[src/rtl/clock_pkg.sv]
// Shared time type, field limits and conversion helpers for the digital clock.
// The type and helpers are common to the clock top and its testbench.
package clock_pkg;

  localparam logic [5:0] MAX_SEC = 6'd59;
  localparam logic [5:0] MAX_MIN = 6'd59;
  localparam logic [4:0] MAX_HR  = 5'd23;

  typedef struct packed {
    logic [4:0] hours;
    logic [5:0] minutes;
    logic [5:0] seconds;
  } time_t;

  function automatic logic time_valid(input time_t t);
    return (t.hours <= MAX_HR) && (t.minutes <= MAX_MIN) && (t.seconds <= MAX_SEC);
  endfunction

  // 12-hour display: midnight/noon both show 12; afternoon hours fold down by 12.
  function automatic logic [4:0] to_12h(input logic [4:0] h);
    logic [4:0] r;
    if (h == 5'd0)
      r = 5'd12;
    else if (h > 5'd12)
      r = h - 5'd12;
    else
      r = h;
    return r;
  endfunction

endpackage

[src/rtl/tick_prescaler.sv]
// Divides the enabled clock down to one tick per TICKS_PER_SEC enabled cycles.
// Implemented as a down-counter: remaining cycles until the terminal count of zero.
module tick_prescaler #(
  parameter int TICKS_PER_SEC = 1,
  parameter int PRESC_W       = $clog2(TICKS_PER_SEC) + 1
) (
  input  logic clk,
  input  logic reset,
  input  logic en,
  input  logic clear,
  output logic tick
);

  localparam logic [PRESC_W-1:0] RELOAD = PRESC_W'(TICKS_PER_SEC - 1);

  logic [PRESC_W-1:0] remain;

  assign tick = en && (remain == '0);

  // clear restarts a full second, overriding any same-cycle count or wrap.
  always_ff @(posedge clk) begin
    if (reset)
      remain <= RELOAD;
    else if (clear)
      remain <= RELOAD;
    else if (en) begin
      if (remain == '0)
        remain <= RELOAD;
      else
        remain <= remain - 1'b1;
    end
  end

endmodule

[src/rtl/param_digital_clock.sv]
// 24-hour clock with prescaled seconds, count enable, validated time load,
// 12/24-hour display encoding and a single re-arming alarm.
module param_digital_clock
  import clock_pkg::*;
#(
  parameter int TICKS_PER_SEC = 1,
  parameter int PRESC_W       = $clog2(TICKS_PER_SEC) + 1
) (
  input  logic       clk,
  input  logic       reset,
  input  logic       en,
  input  logic       mode_12h,
  input  logic       load,
  input  logic [4:0] load_hours,
  input  logic [5:0] load_minutes,
  input  logic [5:0] load_seconds,
  input  logic       alarm_set,
  input  logic [4:0] alarm_hours,
  input  logic [5:0] alarm_minutes,
  input  logic       alarm_ack,
  output logic [5:0] seconds,
  output logic [5:0] minutes,
  output logic [4:0] hours,
  output logic [4:0] disp_hours,
  output logic       pm,
  output logic       sec_tick,
  output logic       alarm,
  output logic       load_err
);

  time_t cur;
  time_t inc;
  time_t load_t;
  time_t alarm_in;
  time_t alarm_r;
  logic  armed;
  logic  presc_tick;
  logic  load_ok;
  logic  load_bad;
  logic  alarm_ok;
  logic  alarm_bad;
  logic  do_tick;
  logic  fire;

  assign load_t   = '{hours: load_hours, minutes: load_minutes, seconds: load_seconds};
  assign alarm_in = '{hours: alarm_hours, minutes: alarm_minutes, seconds: 6'd0};

  assign load_ok   = load && time_valid(load_t);
  assign load_bad  = load && !time_valid(load_t);
  assign alarm_ok  = alarm_set && time_valid(alarm_in);
  assign alarm_bad = alarm_set && !time_valid(alarm_in);

  // A valid load swallows a coincident tick; a rejected load lets it through.
  assign do_tick = presc_tick && !load_ok;
  assign fire    = do_tick && armed && (inc == alarm_r);

  tick_prescaler #(
    .TICKS_PER_SEC (TICKS_PER_SEC),
    .PRESC_W       (PRESC_W)
  ) u_presc (
    .clk   (clk),
    .reset (reset),
    .en    (en),
    .clear (load_ok),
    .tick  (presc_tick)
  );

  always_comb begin
    inc = cur;
    if (cur.seconds == MAX_SEC) begin
      inc.seconds = 6'd0;
      if (cur.minutes == MAX_MIN) begin
        inc.minutes = 6'd0;
        inc.hours   = (cur.hours == MAX_HR) ? 5'd0 : cur.hours + 5'd1;
      end else begin
        inc.minutes = cur.minutes + 6'd1;
      end
    end else begin
      inc.seconds = cur.seconds + 6'd1;
    end
  end

  always_ff @(posedge clk) begin
    if (reset) begin
      cur      <= '0;
      alarm_r  <= '0;
      armed    <= 1'b0;
      alarm    <= 1'b0;
      sec_tick <= 1'b0;
      load_err <= 1'b0;
    end else begin
      if (load_ok)
        cur <= load_t;
      else if (do_tick)
        cur <= inc;

      sec_tick <= do_tick;
      load_err <= load_bad || alarm_bad;

      if (alarm_ok) begin
        alarm_r <= alarm_in;
        armed   <= 1'b1;
      end

      // A fire beats a same-cycle acknowledge so no alarm event is lost.
      if (fire)
        alarm <= 1'b1;
      else if (alarm_ack)
        alarm <= 1'b0;
    end
  end

  assign seconds    = cur.seconds;
  assign minutes    = cur.minutes;
  assign hours      = cur.hours;
  assign pm         = (cur.hours >= 5'd12);
  assign disp_hours = mode_12h ? to_12h(cur.hours) : cur.hours;

endmodule
[config.mk]
export PLATFORM = sky130hd
export DESIGN_NAME = param_digital_clock
export DESIGN_NICKNAME = d
export VERILOG_FILES = /design/src/rtl/clock_pkg.sv /design/src/rtl/tick_prescaler.sv /design/src/rtl/param_digital_clock.sv
export SDC_FILE = /design/constraint.sdc
export NUM_CORES = 1
export LEC_CHECK = 0
export ABC_CLOCK_PERIOD_IN_PS = 2400
export CAP_MARGIN = 20
export CORE_MARGIN = 1
export CORE_UTILIZATION = 35
export DETAILED_ROUTE_END_ITERATION = 8
export PLACE_DENSITY = 0.61
export RECOVER_POWER = 100
export SYNTH_ARGS = -nofsm -noshare
export SYNTH_HDL_FRONTEND = slang
export SYNTH_HIERARCHICAL = 1
export SYNTH_SLANG_ARGS = --single-unit
[constraint.sdc]
create_clock -name clk -period 2.4 [get_ports clk]
set_input_delay 0.24 -clock clk [delete_from_list [all_inputs] [get_ports clk]]
set_output_delay 0.24 -clock clk [all_outputs]
set_load 0.01 [all_outputs]
==> results of run 1 <==
==> worst min path at each step <==
stage                        startpoint        to  slack, ps
final                             armed     armed        470
after global routing              armed     armed        490
after CTS                         armed     armed        460
after detailed placement          armed     armed        450
after global placement            armed     armed        450
after floorplan           load_hours[4]  hours[4]        380
==> worst max-delay path: cells and delay by family, from the launching register on <==
kind,cells,cell delay (ps)
xor+xnor,1,130
buf+inv,3,770
compound gates,2,280
simple gates,1,70
fa+ha+maj,1,180
flops,1,340
==> stage by stage <==
| step | utilization | area [um2] | hold slack, ps |
|---|---|---|---|
| after global placement | 0.506 | 3080 | 448 |
| final | 0.525 | 3200 | 467 |
| after global routing | 0.525 | 3200 | 488 |
| after detailed placement | 0.506 | 3080 | 454 |
| after floorplan | - | 2270 | 376 |
| after CTS | 0.522 | 3180 | 465 |
==> per-layer routing <==
metal	part of all wire	routed length, um
met5	0	0
met3	0.057	410
met1	0.48	3420
met2	0.44	3170
met4	0.022	154
==> registers in the layout, indices dropped and copies added (netlist names) <==
name / count
sec_tick: 1
armed: 1
alarm_r: 11
seconds: 6
load_err: 1
hours: 5
minutes: 6
alarm: 1
==> kinds of logic (layout without fill, tap and decap cells) <==
| kind of cell | count (synthesis) | after routing | synth area share |
|---|---|---|---|
| compound gates | 65 | 65 | 0.202 |
| xor+xnor | 12 | 12 | 0.0463 |
| fa+ha+maj | 8 | 8 | 0.0441 |
| buf+inv | 29 | 108 | 0.0584 |
| flops | 32 | 32 | 0.282 |
| mux | 16 | 16 | 0.0711 |
| simple gates | 131 | 131 | 0.296 |
==> power by group <==
| part | switching [uW] | total [uW] | internal [uW] |
|---|---|---|---|
| registers | 37.0 | 608 | 571 |
| clock network | 220 | 453 | 233 |
| logic | 231 | 463 | 232 |
==> area by class of cell <==
class / instances / area (um2)
well taps: 75 / 93.8
clock buffers: 7 / 86.3
multi-input cells: 232 / 1520
fillers: 624 / 2890
clock inverters: 1 / 7.51
repair buffers: 90 / 810
inverters: 10 / 37.5
flip-flops and latches: 32 / 643
==> synth_stat cells, drive strengths merged, types with 2 or more instances <==
master / number / area (um2)
nor4: 2 / 27.5
a21oi: 13 / 65.1
buf: 9 / 57.6
nand4: 8 / 50.1
nor3: 12 / 60.1
o31ai: 4 / 35.0
dfxtp: 32 / 641
and2: 3 / 18.8
a31oi: 4 / 25.0
or4: 3 / 22.5
nor2: 39 / 149
xor2: 4 / 35.0
nand4b: 3 / 26.3
nor2b: 4 / 25.0
nand3: 15 / 85.1
mux2i: 15 / 150
xnor2: 8 / 70.1
a22oi: 2 / 15.0
clkbuf: 10 / 37.5
a311oi: 6 / 52.6
ha: 8 / 100
o21ai: 10 / 50.0
inv: 10 / 37.5
and3: 7 / 43.8
nand2: 29 / 116
nand2b: 3 / 18.8
a211oi: 11 / 82.6
o211ai: 3 / 22.5
o221ai: 2 / 17.5
o2111ai: 2 / 17.5
==> timing repair <==
action / in CTS / in global routing
buffers inserted: 0 / 2
gates cloned: 0 / 0
pin swaps: 0 / 1
gates resized for setup: 4 / 7
setup endpoints to repair: 3 / 5
hold buffers: 0 / 0
==> layout by cell type, fill, tap and decap left out, drive strengths merged, types with 2 or more instances in the layout <==
cell,instances
nand3,15
xnor2,8
o221ai,2
dfxtp,32
xor2,4
or4,3
nand4b,3
inv,10
and2,3
a311oi,6
a31oi,4
clkbuf,12
clkdlybuf4s50,40
a211oi,11
a21oi,13
nand4,8
and3,7
nor4,2
ha,8
nand2b,3
o211ai,3
o31ai,4
nor2b,4
nor2,39
buf,25
nor3,12
o2111ai,2
dlygate4sd3,19
a22oi,2
o21ai,10
mux2i,15
nand2,29
==> impl_metrics.py, run 1 <==
metrics = {
    "detailed_routing": {
        "wl_per_cell_um": 16.0,
        "drtIter0Drc": 161,
        "first_pass_iters": 5,
        "vias": 2452,
        "drt-total-wl_mm": 7.15,
        "ant_nets": 0,
        "drc": 0,
        "avgViaCountPerCell": 5.49,
    },
    "clock_tree": {
        "cts_max_level": 2,
        "cts_root_buf": "clkbuf_8",
        "cts_buffer_depth": 2,
        "cts.reportedPaths.clkPinSlew_ps": 70,
        "clk_latency_ps": 300,
        "cts_tree": "yes",
        "cts_sinks": 32,
        "cts_made_buffers": 5,
    },
    "critical_path": {
        "arrival_ps": 2040,
        "path_class": "flip-flop to primary output",
        "critPathRequiredTime_ps": 2160,
        "cp-end-kind": "primary output",
        "max_stage_delay_ps": 540,
        "startpoint": "hours[0]",
        "path_max_fanout": 8,
        "crit_end": "disp_hours[2]",
        "path_cells": "buf_4 > inv_1 > ha_4 > a21oi_1 > o21ai_2 > xnor2_1 > nand2_1 > clkdlybuf4s50_1",
        "reg2reg_to": "alarm",
        "r2r_start": "seconds[0]",
        "reg2reg_depth": 9,
        "ff2ff_setup_slack_ps": 130,
        "startpoint_type": "flip-flop",
        "slowest_stage": "clkdlybuf4s50_1",
    },
    "logic_synthesis": {
        "yosys_register_bits": 32,
        "synth_edf_count": 0,
        "synth_area_per_cell_um2": 7.75,
        "yosys_warnings": 6,
        "async_flop_share": 0,
        "synth_flop_cell": "dfxtp_1",
        "ys_seq_area_frac": 0.282,
        "synth_fp_nets": 336,
        "syn-cell-area_um2": 2270,
        "netlist-cell-type-count": 52,
        "syn_inst": 293,
    },
    "hold_path": {
        "hp-class": "flip-flop to flip-flop",
        "whs_path_depth": 2,
    },
    "timing": {
        "slew_headroom": 0.369,
        "rsz0062_at_grt": "false",
        "worst_pin_slew_ps": 947,
        "setup_viol": 0,
        "finClkSkew_ps": 13.2,
        "min_period_over_period": 0.952,
        "fin_ws_ps": 116,
        "hold_viol": 0,
        "clock.fmax_mhz": 438,
        "slew_viol_final": 0,
        "finalSetupTns_ps": 0,
        "min_period_ps": 2280,
    },
    "die": {
        "die_w_um": 82.6,
        "ios": 61,
        "die_h_um": 82.6,
        "core_area_um2": 6100,
        "num_rows": 28,
        "dieArea_um2": 6810,
        "start_util": 0.373,
    },
    "global_routing": {
        "grt_overflow": 0,
        "grt_use_total": 0.229,
        "grt_pass1_vias": 2247,
        "met1_usage": 0.310,
        "top_usage_layer": "met2",
        "use_met3": 0.0571,
        "use_met2": 0.350,
        "antenna_found_initial": 0,
        "grt_max_degree": 32,
        "grt_pass1_wl_mm": 11.5,
    },
    "layout": {
        "nets": 414,
        "synthToLayoutAreaGrowth_pct": 41.0,
        "n_antenna_cell": 0,
        "instances_no_fill": 447,
        "drive_gt1_frac": 0.129,
    },
    "placement": {
        "dp_slack_ps": 152,
        "placed_cells": 437,
        "gp_congestion": 0.999,
        "dp_hpwl_mm": 5.38,
        "port_buffers": 60,
    },
    "power": {
        "power.density_nw_per_um2": 476,
        "report.power.total_uw": 1520,
        "p_leak_uw": 0.00133,
        "vdd_ir_drop_max_mv": 0.307,
    },
    "run_status": {
        "status": "finished, final reports clean",
    },
    "job": {
        "maxCapViolations": 0,
    },
}
Note: power is estimated with default switching activity, not from simulation.
==> inputs of run 2 (changes only) <==
CORE_ASPECT_RATIO = 1.5   (was default)
==> impl_metrics.py, run 2 (synthesis gave the netlist of run 1 again) <==
metrics = {
    "detailed_routing": {
        "avgViaCountPerCell": 5.60,
        "drtIter0Drc": 111,
        "ant_nets": 0,
        "first_pass_iters": 4,
        "vias": 2497,
        "drt-total-wl_mm": 7.30,
        "wl_per_cell_um": 16.4,
        "drc": 0,
    },
    "timing": {
        "slew_viol_final": 0,
        "setup_viol": 0,
        "min_period_ps": 2320,
        "whs_ps": 462,
        "slew_headroom": 0.442,
        "hold_viol": 0,
        "finalSetupTns_ps": 0,
        "clock.fmax_mhz": 432,
        "finClkSkew_ps": 8.31,
        "worst_pin_slew_ps": 837,
        "min_period_over_period": 0.966,
    },
    "critical_path": {
        "slowest_stage": "clkdlybuf4s50_1",
        "path_cells": "inv_1 > ha_1 > a2111oi_2 > a21o_1 > clkdlybuf4s50_1",
        "critPathRequiredTime_ps": 2160,
        "arrival_ps": 2080,
        "path_class": "flip-flop to primary output",
        "startpoint": "hours[2]",
        "path_max_fanout": 8,
        "ff2ff_setup_slack_ps": 140,
        "crit_buf_inv": 2,
        "cp-end-kind": "primary output",
        "path_delay_family": "buffers and inverters",
        "r2r_start": "seconds[0]",
        "startpoint_type": "flip-flop",
        "max_stage_delay_ps": 520,
    },
    "layout": {
        "n_antenna_cell": 0,
        "drive_gt1_frac": 0.129,
        "regArea_um2": 646,
        "n_fill_cell": 621,
        "instances_no_fill": 446,
        "final_cell_area_um2": 3220,
        "synthToLayoutAreaGrowth_pct": 41.7,
        "final_common_cell": "clkdlybuf4s50_1",
        "nets": 414,
        "multi_input_area_um2": 1520,
        "largest_reg_flops": 11,
        "layout_common_cells": "42 x clkdlybuf4s50_1, 39 x nor2_1, 28 x nand2_1, 28 x dfxtp_1, 21 x buf_4",
        "top_register": "alarm_r",
        "top_regs": "alarm_r (11), minutes (6), seconds (6)",
    },
    "hold_path": {
        "hold_path_startpoint": "armed",
        "hp-class": "flip-flop to flip-flop",
    },
    "die": {
        "core_area_um2": 6220,
        "num_rows": 35,
        "die_h_um": 101,
        "start_util": 0.365,
        "ios": 61,
        "dieArea_um2": 6820,
        "die_w_um": 67.8,
    },
    "placement": {
        "dp_hpwl_mm": 5.64,
        "dpl-instance-area_um2": 3100,
        "placed_cells": 437,
        "gp_congestion": 0.849,
        "port_buffers": 60,
    },
    "global_routing": {
        "grt_pass1_wl_mm": 11.8,
        "grt_overflow": 0,
        "antenna_found_initial": 0,
        "met1_usage": 0.249,
        "top_usage_layer": "met2",
        "use_met2": 0.442,
        "grt_max_degree": 32,
        "use_met3": 0.0283,
        "grt_pass1_vias": 2433,
        "grt_use_total": 0.232,
    },
    "clock_tree": {
        "cts_max_level": 2,
        "cts_tree": "yes",
        "cts_root_buf": "clkbuf_8",
        "cts_buffer_depth": 2,
        "cts_made_buffers": 5,
        "cts.reportedPaths.clkPinSlew_ps": 70,
        "clk_latency_ps": 300,
        "cts_sinks": 32,
    },
    "power": {
        "power.density_nw_per_um2": 512,
        "report.power.total_uw": 1650,
        "p_leak_uw": 0.00132,
        "vdd_ir_drop_max_mv": 0.373,
    },
    "job": {
        "maxCapViolations": 0,
    },
    "run_status": {
        "status": "finished, final reports clean",
    },
}
run 2: cell types whose count changed in the layout (fill, tap and decap cells not counted), sizes merged:
cell	delta
buf	-3
clkbuf	+3
clkdlybuf4s50	+2
dlygate4sd3	-2
bufinv	+1
clkinvlp	-1
run 2: power breakdown:
group	internal [uW]	switching (uW)
clock network	366	218
registers	572	42.7
logic	226	224
run 2: path summary, 6_finish.rpt:
| kind | to | depth (start not counted) |
|---|---|---|
| worst max register to register | alarm | 10 |
| worst min register to register | armed | 2 |
| worst min-delay path | armed | 2 |
| worst max-delay path | disp_hours[4] | 5 |
run 2: cell type report:
type,instances,area share
tap,74,0.0288
inverter,10,0.0117
clock buffer,7,0.0299
clock inverter,1,0.00933
timing repair buffer,90,0.248
multi-input combinational,232,0.472
sequential,32,0.201
run 2: what timing repair did:
item	in CTS	in global routing
pin swaps	0	1
cloned	0	0
gates resized for setup	5	6
hold buffers	0	0
endpoints found under the setup margin	3	3
endpoints found under the hold margin	0	0
buffers inserted	0	1
run 2: metrics by stage:
step / utilization / setup slack [ps]
2_1_floorplan: - / 71.8
3_3_place_gp: 0.499 / 180
3_5_place_dp: 0.499 / 143
4_1_cts: 0.520 / 23.6
5_1_grt: 0.518 / -25.2
6_report: 0.518 / 82.8
run 2: routing by layer:
layer | share of wire | vias to the layer above
met5 | 0 | -
met4 | 0.019 | 0
met3 | 0.039 | 7
met2 | 0.57 | 61
met1 | 0.38 | 1196
li1 | - | 1233
run 2: worst register-to-register path: stages, from the launching register on:
cell,delay [ps]
dfxtp_2,330
ha_1,170
buf_4,170
nand4b_1,200
nor2_1,280
buf_2,230
mux2i_1,280
xor2_1,160
o2111a_1,170
nand4_1,90
o21ai_1,120
==> inputs of run 3 (changes only) <==
ABC_AREA = 1   (was default)
GPL_ROUTABILITY_DRIVEN = 0   (was default)
PLACE_DENSITY = 0.62   (was 0.61)
==> impl_metrics.py, run 3 <==
metrics = {
    "placement": {
        "dp_hpwl_mm": 5.28,
        "dpl-instance-area_um2": 2900,
        "port_buffers": 60,
    },
    "layout": {
        "top_register": "alarm_r",
        "drive_gt1_frac": 0.0733,
        "final_common_cell": "nand2_1",
        "final_cell_area_um2": 2970,
        "nets": 466,
        "regArea_um2": 642,
        "multi_input_area_um2": 1290,
        "top_regs": "alarm_r (11), minutes (6), seconds (6)",
        "final_util": 0.503,
        "largest_reg_flops": 11,
        "layout_common_cells": "102 x nand2_1, 45 x inv_1, 39 x o21ai_0",
        "n_antenna_cell": 0,
        "n_fill_cell": 606,
        "synthToLayoutAreaGrowth_pct": 36.3,
    },
    "die": {
        "num_rows": 34,
        "start_util": 0.369,
        "die_h_um": 98.7,
        "ios": 61,
        "dieArea_um2": 6560,
        "core_area_um2": 5910,
        "die_w_um": 66.5,
    },
    "critical_path": {
        "critPathRequiredTime_ps": 2160,
        "r2r_start": "seconds[1]",
        "arrival_ps": 2050,
        "path_class": "flip-flop to primary output",
        "reg2reg_depth": 15,
        "startpoint": "hours[2]",
        "path_max_fanout": 7,
        "startpoint_type": "flip-flop",
        "cp-end-kind": "primary output",
    },
    "timing": {
        "clock.fmax_mhz": 436,
        "slew_headroom": 0.391,
        "min_period_ps": 2290,
        "worst_pin_slew_ps": 914,
        "rsz0062_at_grt": "false",
        "finalSetupTns_ps": 0,
        "hold_viol": 0,
        "min_period_over_period": 0.955,
        "slew_viol_final": 0,
        "setup_viol": 0,
        "finClkSkew_ps": 6.48,
    },
    "clock_tree": {
        "cts_tree": "yes",
        "cts_resized": 0,
        "cts_sinks": 32,
        "cts.reportedPaths.clkPinSlew_ps": 60,
        "cts_max_level": 2,
        "clk_latency_ps": 280,
        "cts_made_buffers": 5,
        "cts_buffer_depth": 2,
        "post_cts_buffers": 0,
        "hold_buffers": 0,
        "cts_root_buf": "clkbuf_8",
    },
    "power": {
        "vdd_ir_drop_max_mv": 0.322,
        "p_leak_uw": 0.00134,
        "power.density_nw_per_um2": 463,
    },
    "detailed_routing": {
        "avgViaCountPerCell": 5.10,
        "wl_per_cell_um": 13.5,
        "drt-total-wl_mm": 6.70,
        "first_pass_iters": 4,
        "vias": 2526,
        "drtIter0Drc": 136,
        "drc": 0,
        "ant_nets": 0,
    },
    "logic_synthesis": {
        "yosys_warnings": 6,
        "netlist-cell-type-count": 30,
        "yosysTopAreaCell": "dfxtp_1",
        "yosysMostFrequentCell": "nand2_1",
        "synth_area_per_cell_um2": 6.16,
        "yosys_register_bits": 32,
        "syn_inst": 354,
        "synth_fp_nets": 397,
        "syn-cell-area_um2": 2180,
        "ys_seq_area_frac": 0.294,
        "synth_top_area_share": 0.294,
        "synth_edf_count": 0,
        "synth_common_cells": "102 x nand2_1, 45 x inv_1, 39 x o21ai_0",
        "async_flop_share": 0,
        "synth_area_leaders": "dfxtp_1 29%, nand2_1 18%, o21ai_0 9.0%",
        "synth_flop_cell": "dfxtp_1",
    },
    "hold_path": {
        "whs_path_depth": 2,
        "hp-class": "flip-flop to flip-flop",
        "hold_path_startpoint": "alarm_r[15]",
    },
    "global_routing": {
        "antenna_found_initial": 0,
        "grt_pass1_vias": 2404,
        "grt_overflow": 0,
        "grt_use_total": 0.217,
        "grt_pass1_wl_mm": 10.8,
        "grt_max_degree": 23,
    },
    "run_status": {
        "status": "finished, final reports clean",
    },
    "job": {
        "maxCapViolations": 0,
    },
}
run 3: worst max-delay path, cell delays in order (launching register included):
cell	delay, ps
dfxtp_1	450
inv_1	150
ha_1	220
nand2_1	70
nor2_1	50
o32ai_1	260
clkdlybuf4s50_1	570
run 3: through the flow:
| stage | std cells | setup WS (ps) | hold WS [ps] | power, uW |
|---|---|---|---|---|
| 2_1_floorplan | 354 | 579 | 381 | 802 |
| 3_3_place_gp | 488 | 377 | 457 | 993 |
| 3_5_place_dp | 488 | 350 | 464 | 995 |
| 4_1_cts | 495 | 97.4 | 474 | 1390 |
| 5_1_grt | 495 | 8.43 | 498 | 1460 |
| 6_report | 495 | 107 | 472 | 1380 |
run 3: per-layer routing:
metal  vias up  routed length (um)  part of all wire  track usage
met1      1149                2900              0.43        0.254
li1       1299                   -                 -            -
met5         -                   0                 0            0
met2        69                3500              0.52        0.398
met3         9                 211             0.031       0.0266
met4         0                  97             0.014       0.0687
run 3: worst paths after layout:
| kind | to | slack [ps] |
|---|---|---|
| worst min-delay path | alarm_r[15] | 470 |
| worst max-delay path | disp_hours[4] | 110 |
| worst max register to register | alarm | 320 |
| worst min register to register | alarm_r[15] | 470 |
run 3: power breakdown:
group	internal, uW	switching [uW]	leakage, uW
clock network	197	204	0.0000410
logic	175	195	0.00103
registers	569	35.5	0.000264
run 3: cell type report:
cell class                      count  area share
Inverter                           48      0.0606
Timing Repair Buffer               73       0.234
Tap cell                           72      0.0303
Multi-Input combinational cell    263       0.433
Clock inverter                      1     0.00168
Sequential cell                    32       0.216
Clock buffer                        6      0.0244
run 3: cells by family after synthesis:
family / share of synthesized area
compound gates: 0.158
flops: 0.294
simple gates: 0.386
buf+inv: 0.116
fa+ha+maj: 0.0459
